$ cat src/rtl/mem_port_arbiter_pkg.sv
`default_nettype none
// +----------------------------------------------------------------------------+
// | Module : mem_port_arbiter_pkg                                              |
// | Purpose: Shared constants and state/owner encodings for the instruction/   |
// |          data RAM port arbiter.                                            |
// | Rev    : 1.0  initial release                                              |
// +----------------------------------------------------------------------------+
package mem_port_arbiter_pkg;

  localparam logic        c_RST_ENABLE   = 1'b1;
  localparam logic        c_CHIP_ENABLE  = 1'b1;
  localparam logic        c_CHIP_DISABLE = 1'b0;
  localparam logic [31:0] c_ZERO_WORD    = 32'h0000_0000;
  localparam logic [3:0]  c_SEL_ALL      = 4'b1111;

  // Arbiter sequencing states
  typedef enum logic [1:0] {
    ARB_IDLE  = 2'd0,
    ARB_ISSUE = 2'd1,
    ARB_WAIT  = 2'd2,
    ARB_RESP  = 2'd3
  } arb_state_t;

  // Which pipeline port currently owns the RAM
  typedef enum logic {
    OWN_INST = 1'b0,
    OWN_DATA = 1'b1
  } owner_t;

endpackage
`default_nettype wire

$ cat src/rtl/mem_port_arbiter_if.sv
`default_nettype none
// +----------------------------------------------------------------------------+
// | Module : mem_port_arbiter_if                                               |
// | Purpose: Bundles the inst port, data port, RAM command port and stall      |
// |          requests around the shared RAM arbiter.                           |
// | Ports  : slave  - arbiter side (takes requests, drives acks/RAM/stalls)    |
// |          master - pipeline + RAM side (drives requests and RAM read data)  |
// | Rev    : 1.0  initial release                                              |
// +----------------------------------------------------------------------------+
interface mem_port_arbiter_if;

  // Instruction fetch port
  logic        i_req;
  logic [31:0] i_addr;
  logic        i_ack;
  logic [31:0] i_rdata;

  // Data load/store port
  logic        d_req;
  logic        d_we;
  logic [3:0]  d_sel;
  logic [31:0] d_addr;
  logic [31:0] d_wdata;
  logic        d_ack;
  logic [31:0] d_rdata;

  // Single-port synchronous RAM
  logic        mem_ce;
  logic        mem_we;
  logic [3:0]  mem_sel;
  logic [31:0] mem_addr;
  logic [31:0] mem_wdata;
  logic [31:0] mem_rdata;

  // Stall requests toward the pipeline control unit
  logic        stall_if;
  logic        stall_mem;

  modport slave (
    input  i_req, i_addr,
    input  d_req, d_we, d_sel, d_addr, d_wdata,
    input  mem_rdata,
    output i_ack, i_rdata,
    output d_ack, d_rdata,
    output mem_ce, mem_we, mem_sel, mem_addr, mem_wdata,
    output stall_if, stall_mem
  );

  modport master (
    output i_req, i_addr,
    output d_req, d_we, d_sel, d_addr, d_wdata,
    output mem_rdata,
    input  i_ack, i_rdata,
    input  d_ack, d_rdata,
    input  mem_ce, mem_we, mem_sel, mem_addr, mem_wdata,
    input  stall_if, stall_mem
  );

endinterface
`default_nettype wire

$ cat src/rtl/mem_port_arbiter.sv
`default_nettype none
// +----------------------------------------------------------------------------+
// | Module : mem_port_arbiter                                                  |
// | Purpose: Shares one fixed-latency single-port RAM between the IF stage     |
// |          (inst port) and the MEM stage (data port). One access at a time:  |
// |          IDLE -> ISSUE -> WAIT (MEM_LAT cycles) -> RESP. Data port wins    |
// |          ties; after STARVE_LIM consecutive data grants with a fetch       |
// |          pending, the fetch is forced through.                             |
// | Ports  : clk, rst (sync, active high)                                      |
// |          bus : mem_port_arbiter_if.slave (inst/data ports, RAM, stalls)    |
// | Params : MEM_LAT    RAM read latency after mem_ce is sampled (1..7)        |
// |          STARVE_LIM max data grants in a row while a fetch waits (>=1)     |
// | Rev    : 1.0  initial release                                              |
// +----------------------------------------------------------------------------+
module mem_port_arbiter
  import mem_port_arbiter_pkg::*;
#(
  parameter int MEM_LAT    = 1,
  parameter int STARVE_LIM = 4
) (
  input  logic               clk,
  input  logic               rst,
  mem_port_arbiter_if.slave  bus
);

  localparam int                    c_STREAK_W   = (STARVE_LIM < 1) ? 1 : $clog2(STARVE_LIM + 1);
  localparam logic [c_STREAK_W-1:0] c_STREAK_LIM = c_STREAK_W'(STARVE_LIM);
  localparam logic [2:0]            c_LAT_LOAD   = 3'(MEM_LAT - 1);

  arb_state_t            r_state;
  arb_state_t            w_state_nxt;
  owner_t                r_owner;
  logic [2:0]            r_lat_cnt;
  logic [c_STREAK_W-1:0] r_streak;

  logic                  r_we;
  logic [3:0]            r_sel;
  logic [31:0]           r_addr;
  logic [31:0]           r_wdata;
  logic [31:0]           r_i_rdata;
  logic [31:0]           r_d_rdata;

  logic                  w_starve;
  logic                  w_grant_data;
  logic                  w_grant_inst;
  logic                  w_wait_last;
  logic                  w_mem_ce;
  logic                  w_mem_we;
  logic                  w_i_ack;
  logic                  w_d_ack;

  // Grant decision, only acted on in IDLE. The fetch is forced once the data
  // port has won STARVE_LIM times in a row while the fetch was waiting.
  assign w_starve     = bus.i_req && (r_streak == c_STREAK_LIM);
  assign w_grant_data = bus.d_req && !w_starve;
  assign w_grant_inst = !w_grant_data && bus.i_req;
  assign w_wait_last  = (r_lat_cnt == 3'd0);

  // State register
  always_ff @(posedge clk) begin
    if (rst == c_RST_ENABLE) begin
      r_state <= ARB_IDLE;
    end else begin
      r_state <= w_state_nxt;
    end
  end

  // Next state and per-state strobes
  always_comb begin
    w_state_nxt = r_state;
    w_mem_ce    = c_CHIP_DISABLE;
    w_mem_we    = 1'b0;
    w_i_ack     = 1'b0;
    w_d_ack     = 1'b0;
    case (r_state)
      ARB_IDLE: begin
        if (w_grant_data || w_grant_inst) begin
          w_state_nxt = ARB_ISSUE;
        end
      end
      ARB_ISSUE: begin
        w_mem_ce    = c_CHIP_ENABLE;
        w_mem_we    = r_we;          // r_we is only ever set for a data-port store
        w_state_nxt = ARB_WAIT;
      end
      ARB_WAIT: begin
        if (w_wait_last) begin
          w_state_nxt = ARB_RESP;
        end
      end
      ARB_RESP: begin
        w_i_ack     = (r_owner == OWN_INST);
        w_d_ack     = (r_owner == OWN_DATA);
        w_state_nxt = ARB_IDLE;
      end
      default: begin
        w_state_nxt = ARB_IDLE;
      end
    endcase
  end

  // Command capture, latency countdown, read-data capture and streak tracking
  always_ff @(posedge clk) begin
    if (rst == c_RST_ENABLE) begin
      r_owner   <= OWN_INST;
      r_lat_cnt <= 3'd0;
      r_streak  <= '0;
      r_we      <= 1'b0;
      r_sel     <= 4'b0000;
      r_addr    <= c_ZERO_WORD;
      r_wdata   <= c_ZERO_WORD;
      r_i_rdata <= c_ZERO_WORD;
      r_d_rdata <= c_ZERO_WORD;
    end else begin
      case (r_state)
        ARB_IDLE: begin
          // Streak only grows while a fetch is actually being held off
          if (!bus.i_req) begin
            r_streak <= '0;
          end else if (w_grant_data) begin
            if (r_streak != c_STREAK_LIM) begin
              r_streak <= r_streak + c_STREAK_W'(1);
            end
          end else begin
            r_streak <= '0;
          end

          if (w_grant_data) begin
            r_owner <= OWN_DATA;
            r_addr  <= bus.d_addr;
            r_we    <= bus.d_we;
            r_sel   <= bus.d_we ? bus.d_sel : c_SEL_ALL;
            r_wdata <= bus.d_we ? bus.d_wdata : c_ZERO_WORD;
          end else if (w_grant_inst) begin
            r_owner <= OWN_INST;
            r_addr  <= bus.i_addr;
            r_we    <= 1'b0;
            r_sel   <= c_SEL_ALL;
            r_wdata <= c_ZERO_WORD;
          end
        end
        ARB_ISSUE: begin
          r_lat_cnt <= c_LAT_LOAD;
        end
        ARB_WAIT: begin
          if (!w_wait_last) begin
            r_lat_cnt <= r_lat_cnt - 3'd1;
          end else if (r_owner == OWN_DATA) begin
            // A store returns zero rather than whatever the RAM drives
            r_d_rdata <= r_we ? c_ZERO_WORD : bus.mem_rdata;
          end else begin
            r_i_rdata <= bus.mem_rdata;
          end
        end
        default: begin
        end
      endcase
    end
  end

  assign bus.mem_ce    = w_mem_ce;
  assign bus.mem_we    = w_mem_we;
  assign bus.mem_sel   = r_sel;
  assign bus.mem_addr  = r_addr;
  assign bus.mem_wdata = r_wdata;

  assign bus.i_ack     = w_i_ack;
  assign bus.d_ack     = w_d_ack;
  assign bus.i_rdata   = r_i_rdata;
  assign bus.d_rdata   = r_d_rdata;

  assign bus.stall_if  = bus.i_req & ~w_i_ack;
  assign bus.stall_mem = bus.d_req & ~w_d_ack;

endmodule
`default_nettype wire

$ cat src/flat_wrapper.sv
// flat-port wrapper written by rule: the top's interface ports become plain ports
module mem_port_arbiter_flat import mem_port_arbiter_pkg::*;
#(
  parameter int MEM_LAT    = 1,
  parameter int STARVE_LIM = 4
)
  (clk, rst, bus_i_req, bus_i_addr, bus_d_req, bus_d_we, bus_d_sel, bus_d_addr, bus_d_wdata, bus_mem_rdata, bus_i_ack, bus_i_rdata, bus_d_ack, bus_d_rdata, bus_mem_ce, bus_mem_we, bus_mem_sel, bus_mem_addr, bus_mem_wdata, bus_stall_if, bus_stall_mem);
  mem_port_arbiter_if bus_i ();
  input  logic clk;
  input  logic rst;
  input wire logic [$bits(bus_i.i_req)-1:0] bus_i_req;
  input wire logic [$bits(bus_i.i_addr)-1:0] bus_i_addr;
  input wire logic [$bits(bus_i.d_req)-1:0] bus_d_req;
  input wire logic [$bits(bus_i.d_we)-1:0] bus_d_we;
  input wire logic [$bits(bus_i.d_sel)-1:0] bus_d_sel;
  input wire logic [$bits(bus_i.d_addr)-1:0] bus_d_addr;
  input wire logic [$bits(bus_i.d_wdata)-1:0] bus_d_wdata;
  input wire logic [$bits(bus_i.mem_rdata)-1:0] bus_mem_rdata;
  output wire logic [$bits(bus_i.i_ack)-1:0] bus_i_ack;
  output wire logic [$bits(bus_i.i_rdata)-1:0] bus_i_rdata;
  output wire logic [$bits(bus_i.d_ack)-1:0] bus_d_ack;
  output wire logic [$bits(bus_i.d_rdata)-1:0] bus_d_rdata;
  output wire logic [$bits(bus_i.mem_ce)-1:0] bus_mem_ce;
  output wire logic [$bits(bus_i.mem_we)-1:0] bus_mem_we;
  output wire logic [$bits(bus_i.mem_sel)-1:0] bus_mem_sel;
  output wire logic [$bits(bus_i.mem_addr)-1:0] bus_mem_addr;
  output wire logic [$bits(bus_i.mem_wdata)-1:0] bus_mem_wdata;
  output wire logic [$bits(bus_i.stall_if)-1:0] bus_stall_if;
  output wire logic [$bits(bus_i.stall_mem)-1:0] bus_stall_mem;
  assign bus_i.i_req = bus_i_req;
  assign bus_i.i_addr = bus_i_addr;
  assign bus_i.d_req = bus_d_req;
  assign bus_i.d_we = bus_d_we;
  assign bus_i.d_sel = bus_d_sel;
  assign bus_i.d_addr = bus_d_addr;
  assign bus_i.d_wdata = bus_d_wdata;
  assign bus_i.mem_rdata = bus_mem_rdata;
  assign bus_i_ack = bus_i.i_ack;
  assign bus_i_rdata = bus_i.i_rdata;
  assign bus_d_ack = bus_i.d_ack;
  assign bus_d_rdata = bus_i.d_rdata;
  assign bus_mem_ce = bus_i.mem_ce;
  assign bus_mem_we = bus_i.mem_we;
  assign bus_mem_sel = bus_i.mem_sel;
  assign bus_mem_addr = bus_i.mem_addr;
  assign bus_mem_wdata = bus_i.mem_wdata;
  assign bus_stall_if = bus_i.stall_if;
  assign bus_stall_mem = bus_i.stall_mem;
  mem_port_arbiter #(.MEM_LAT(MEM_LAT), .STARVE_LIM(STARVE_LIM)) u_core (.clk(clk), .rst(rst), .bus(bus_i));
endmodule
$ cat config.mk
export PLATFORM = sky130hd
export DESIGN_NAME = mem_port_arbiter_flat
export DESIGN_NICKNAME = d
export VERILOG_FILES = /design/src/rtl/mem_port_arbiter_pkg.sv /design/src/rtl/mem_port_arbiter_if.sv /design/src/rtl/mem_port_arbiter.sv /design/src/flat_wrapper.sv
export SDC_FILE = /design/constraint.sdc
export NUM_CORES = 1
export LEC_CHECK = 0
export ABC_AREA = 0
export CORE_MARGIN = 2
export CORE_UTILIZATION = 29
export DETAILED_ROUTE_END_ITERATION = 10
export PLACE_DENSITY_LB_ADDON = 0.15
export SETUP_SLACK_MARGIN = 0.05
export SLEW_MARGIN = 40
export SYNTH_ARGS = -nofsm -noshare
export SYNTH_HDL_FRONTEND = slang
export SYNTH_SLANG_ARGS = --single-unit
$ cat constraint.sdc
create_clock -name clk -period 2.3 [get_ports clk]
set_input_delay 0.46 -clock clk [delete_from_list [all_inputs] [get_ports clk]]
set_output_delay 0.46 -clock clk [all_outputs]
set_load 0.03 [all_outputs]
* Word-level counts from Yosys, hierarchy flattened
Cells that the tools add are included.
Widths: inputs -> output; s select.
** Word-level totals
- Input port bits :: 137
- Register bits after elaboration :: 142
** Operators by class
- Eq/ne operators :: 9
- Add/sub/neg operators :: 2
- Reduce and logical (&&, ||, !) cells :: 16
- Mux-type cells :: 24
- Bitwise operators :: 5
** Operator list (count)
- $mux 32 :: 6
- $mux 3 :: 4
- $mux 4 :: 3
- $pmux 2 s4 :: 1
- $reduce_and 2->1 :: 4
- $mux 1 :: 7
- $ne 3x3->1 const B :: 2
- $pmux 3 s2 :: 1
- $reduce_and 3->1 :: 2
- $eq 2x2->1 const B :: 2
- $mux 2 :: 2
- $ne 2x1->1 const B :: 2
- $reduce_bool 2->1 :: 2
- $add 3x1->3 const B :: 1
- $eq 3x3->1 const B :: 1
- $logic_and 1x1->1 :: 3
- $logic_not 3->1 :: 1
- $not 1->1 :: 3
- $sub 3x1->3 const B :: 1
- $and 1x1->1 :: 2
- $eq 2x1->1 const B :: 1
- $logic_not 1->1 :: 2
- $logic_not 2->1 :: 1
- $ne 2x2->1 const B :: 1
- $logic_or 1x1->1 :: 1

* Depth between registers and ports, before layout
- Depth after elaboration :: 9
- Depth in mapped cells :: 9
- Depth with buffers taken out :: 6

* Least setup slack after synthesis
No wires, ideal clock.
- Path kind :: register to output
- From :: reg u_core.r_state[0]
- To :: out bus_stall_if
- Arrival time :: 1.290 ns
- Required time :: 1.840 ns
- Setup slack :: 0.550 ns
- Cell stages (with the launch flop) :: 4
- Path buffers :: 0
- Cell sequence :: dfxtp_1 -> ha_1 -> nor2b_1 -> nor2b_1
** Between the ends
- Word-level cells in the longest chain between the ends :: 4
** Ends and longest elaborated chain
- start: declaration :: RTL line mem_port_arbiter.sv:30 : arb_state_t r_state;
- start signal: assignment :: RTL line mem_port_arbiter.sv:64 : r_state <= w_state_nxt;
- $eq 2x2->1 :: RTL line mem_port_arbiter.sv:75 : case (r_state)
- $mux 1 :: RTL line mem_port_arbiter.sv:75
- via bus_i_ack :: RTL line flat_wrapper.sv:19 : output wire logic [$bits(bus_i.i_ack)-1:0] bus_i_ack;
- $not 1->1 :: RTL line mem_port_arbiter.sv:172 : assign bus.stall_if = bus.i_req & ~w_i_ack;
- $and 1x1->1 :: RTL line mem_port_arbiter.sv:172
- end: declaration :: RTL line flat_wrapper.sv:28 : output wire logic [$bits(bus_i.stall_if)-1:0] bus_stall_if;
The timed path passes the listed nets, and every way through them passes these cells.

* Final worst setup path
- From :: reg u_core.r_state[1]
- To :: out bus_i_ack
** Between the ends
- Word-level cells in the longest chain between the ends :: 2
** Ends and longest elaborated chain (RTL line)
- $eq 2x2->1 :: mem_port_arbiter.sv:75
- $mux 1 :: mem_port_arbiter.sv:75
- end: declaration :: flat_wrapper.sv:19
No other way between the ends.

==> key figures <==
Run status
  • Status: complete, no violations

Power and ir drop
  • Part of the power in combinational logic: roughly 39%
  • P per Cell Area: 1060 nW/um^2
  • Sequential Power Share: 31.9%
  • P_sw: 3.78 mW
  • Int Pwr: 6.05 mW
  • Total Power: 9.83 mW
  • Peak VDD IR: 0.000514 V
  • Switching share of power: 38.4%
  • Clk pwr share: roughly 29%
  • Pleak: between 3 and 4 nW

Setup path
  • Setup Crit Path Kind: reg -> out
  • Critical Path RT: 1840 ps
  • R2R cell count: 6
  • Worst Path Buf+Inv: 1
  • R2R Path End: u_core.bus.i_rdata[31]$_SDFFE_PP0P_
  • Crit path to: bus_i_ack
  • Worst R2R Start: u_core.r_state[0]$_SDFFE_PP0P_
  • Top delay family on crit path: buffers and inverters
  • Worst-path fanout max: 4
  • Critical Path Max Stage Delay: roughly 450 ps
  • Crit path depth: 3
  • WP data arrival: between 1500 and 2000 ps
  • Reg-to-reg setup timing slack: 500 ps
  • CP max stage cell: dlygate4sd2_1
  • Worst Setup SP: u_core.r_state[1]$_SDFFE_PP0P_
  • CP Launch Type: register
  • Worst setup EP type: output pin
  • CP cell instances: ha_1 > nor2b_1 > dlygate4sd2_1

Synthesis
  • Main synth FF type: dfxtp_1
  • Cell taking the most area after synthesis: dfxtp_1
  • Area share of the largest cell type after synthesis: between 40% and 50%
  • Cell variety after synth: 35
  • Register area share after synthesis: 49.6%
  • Syn. warnings: 0
  • Syn avg cell area: 8.18 sq um
  • Synth Instances: 701
  • Post-synth EDFFs: 0
  • #FFs+latches synth: 142
  • Synth Cell Area: 5730 sq um
  • Fraction of registers with async set/reset: 0%
  • Syn nets: approximately 850
  • Synth top area cells: dfxtp_1 50%, a21oi_1 12%, nand2_1 8.8%

Die
  • Core ar.: 19500 sq um
  • Die height: about 140 um
  • Initial core utilization: between 20% and 30%
  • I/O pin cnt: 275
  • Width of the die: 145 um
  • Die Area: 20900 sq um
  • Num rows: 51

Detailed routing
  • Post-route ant nets: 0
  • DRC: 0
  • Avg WL per Cell: approximately 16 um
  • Routed WL: 19200 um
  • Initial DRT Pass Iterations: 6
  • Via Count: between 5k and 6k
  • Iter 0 DRT Violations: 220
  • Routed vias/inst: 4.68

Timing
  • RSZ-0062 raised after global routing: false
  • Final Hold Fails: 0
  • Hold Worst Slack: 452 ps
  • Rel. slew slack: 53.3%
  • Max Fclk: roughly 0.48 GHz
  • Setup TNS: 0 ps
  • Slew Limit Fails: 0
  • Period utilization: 90.6%
  • Setup-failing EPs final: 0
  • Setup WS post-layout: about 220 ps
  • Least-Margin Pin Slew: 700 ps
  • Final min period: 2080 ps
  • Clock Skew: 9.41 ps

Global route
  • Busiest metal layer after global routing: met2
  • Grt met1 use: 21.6%
  • Vias in the first global route: between 5k and 6k
  • Routing usage on met3: 6.99%
  • Grt met2 use: a little under 30%
  • Total GRT Usage: 18.3%
  • Largest net degree at the start of global routing: 65
  • First-pass GRT wire length: 29700 um
  • Antenna violations before repair: 1
  • GRT overflow: 0

Final layout
  • Share of post-route cells with drive strength above 1: 6.15%
  • Final core occ: between 40% and 50%
  • Final nets: 1093
  • Area Growth Syn to Fin: 61.5%
  • Fill cells: about 1.9k

Placement
  • Hpwl dp: roughly 13000 um
  • Placer Congestion: around 0.75
  • Worst slack at placement: 316 ps
  • Port Buf Inserts: 274

Clocking
  • Clock Sinks: ~140
  • Worst skew pair latency: around 420 ps
  • CTS clk-pin slew, worst paths: 70 ps
  • Cts bufs inserted: 17
  • Clock Tree Root: clkbuf_16
  • Clk buf depth: 2
  • H-tree depth: 4
  • CTS tree: done

Job
  • Max-cap violations: 0

Worst hold path
  • Worst hold path type: reg -> reg
==> kinds of logic (layout without fill, tap and decap cells) <==
| kind of cell | count (synthesis) | after routing | synth area share, % |
|---|---|---|---|
| AND/OR/NAND/NOR | 299 | 299 | 24.0 |
| AO/OA/AOI/OAI | 177 | 177 | 17.3 |
| flip-flops | 142 | 142 | 49.6 |
| buffers and inverters | 72 | 331 | 6.79 |
| adder cells (fa/ha/maj) | 9 | 9 | 1.96 |
| multiplexers | 2 | 2 | 0.349 |
| other | 0 | 1 | 0 |
==> what timing repair did <==
item | in CTS | in global routing
hold buffers | 0 | 0
resized for setup | 3 | 0
buffers inserted | 0 | 0
endpoints found under the setup margin | 3 | 0
==> metrics by stage <==
| step | instance area [sq um] | std cells |
|---|---|---|
| floorplan | 5730 | 701 |
| global placement | 8660 | 1193 |
| detailed placement | 8660 | 1193 |
| CTS | 9260 | 1225 |
| global route | 9260 | 1226 |
| finish | 9260 | 1226 |
==> area by class of cell <==
type | instances | area, sq um | area share (%)
well taps | 265 | 332 | 3.58
multi-input cells | 487 | 2510 | 27.1
inverters | 6 | 22.5 | 0.243
clock inverters | 15 | 175 | 1.89
flip-flops and latches | 142 | 2840 | 30.7
clock buffers | 17 | 425 | 4.59
diodes | 1 | 2.50 | 0.0270
repair buffers | 293 | 2950 | 31.8
==> tightest hold or removal path: stages, from the launching register on <==
cell and delay [ps]:
dfxtp_1 300, nand2_1 50, a21oi_1 50
==> layer usage <==
metal	vias up	wire [um]	part of all wire, %
li1	2892	-	-
met3	26	1730	9.0
met2	185	8980	47
met4	0	423	2.2
met5	-	0	0
met1	2635	8070	42
==> registers in the layout, indices dropped and copies added, names as in the netlist <==
signal and flops:
u_core.bus.mem_wdata 32, u_core.bus.mem_sel 4, u_core.r_streak 3, u_core.r_state 2, u_core.r_we 1, u_core.bus.i_rdata 32
u_core.bus.d_rdata 32, u_core.bus.mem_addr 32, u_core.r_owner 1, u_core.r_lat_cnt 3
==> worst min path at each step <==
stage,endpoint,slack (ps),start,cells past startpoint
3_5_place_dp,u_core.bus.mem_wdata[0]$_SDFFE_PP0P_,450,u_core.bus.mem_wdata[0]$_SDFFE_PP0P_,2
4_1_cts,u_core.r_state[1]$_SDFFE_PP0P_,450,rst,2
3_3_place_gp,u_core.bus.i_rdata[26]$_SDFFE_PP0P_,440,u_core.bus.i_rdata[26]$_SDFFE_PP0P_,2
6_report,u_core.bus.i_rdata[9]$_SDFFE_PP0P_,450,u_core.bus.i_rdata[9]$_SDFFE_PP0P_,2
5_1_grt,u_core.bus.d_rdata[28]$_SDFFE_PP0P_,460,rst,2
2_1_floorplan,u_core.r_lat_cnt[0]$_SDFFE_PP0P_,430,u_core.r_lat_cnt[0]$_SDFFE_PP0P_,2
==> cells in the mapped netlist (4+ instances only) <==
| library cell | count |
|---|---|
| nor3b_1 | 33 |
| buf_6 | 5 |
| a211oi_1 | 32 |
| ha_1 | 9 |
| a21oi_1 | 134 |
| dfxtp_1 | 142 |
| o21a_1 | 5 |
| buf_2 | 30 |
| inv_1 | 6 |
| nor2b_1 | 4 |
| nor2_1 | 79 |
| clkbuf_1 | 23 |
| nand2_1 | 134 |
| nand4_1 | 33 |
| nand3_1 | 4 |
==> layout by cell type (no fill, tap or decap), types with 9 or more instances in the layout <==
master and instances:
a211oi_1 32, a21oi_1 134, buf_4 17, clkbuf_16 17, clkdlybuf4s50_1 267, dfxtp_1 142
ha_1 9, nand2_1 134, nand4_1 33, nor2_1 78, nor3b_1 33
==> power groups by stage <==
stage          Sequential [mW]  Combinational [mW]  Clock (mW)
2_1_floorplan             3.99                1.53           0
3_3_place_gp              3.18                3.89           0
3_5_place_dp              3.19                3.90           0
4_1_cts                   3.14                3.91        2.90
5_1_grt                   3.19                4.20        3.02
6_report                  3.14                3.87        2.83
(Power assumes the default switching activity.)
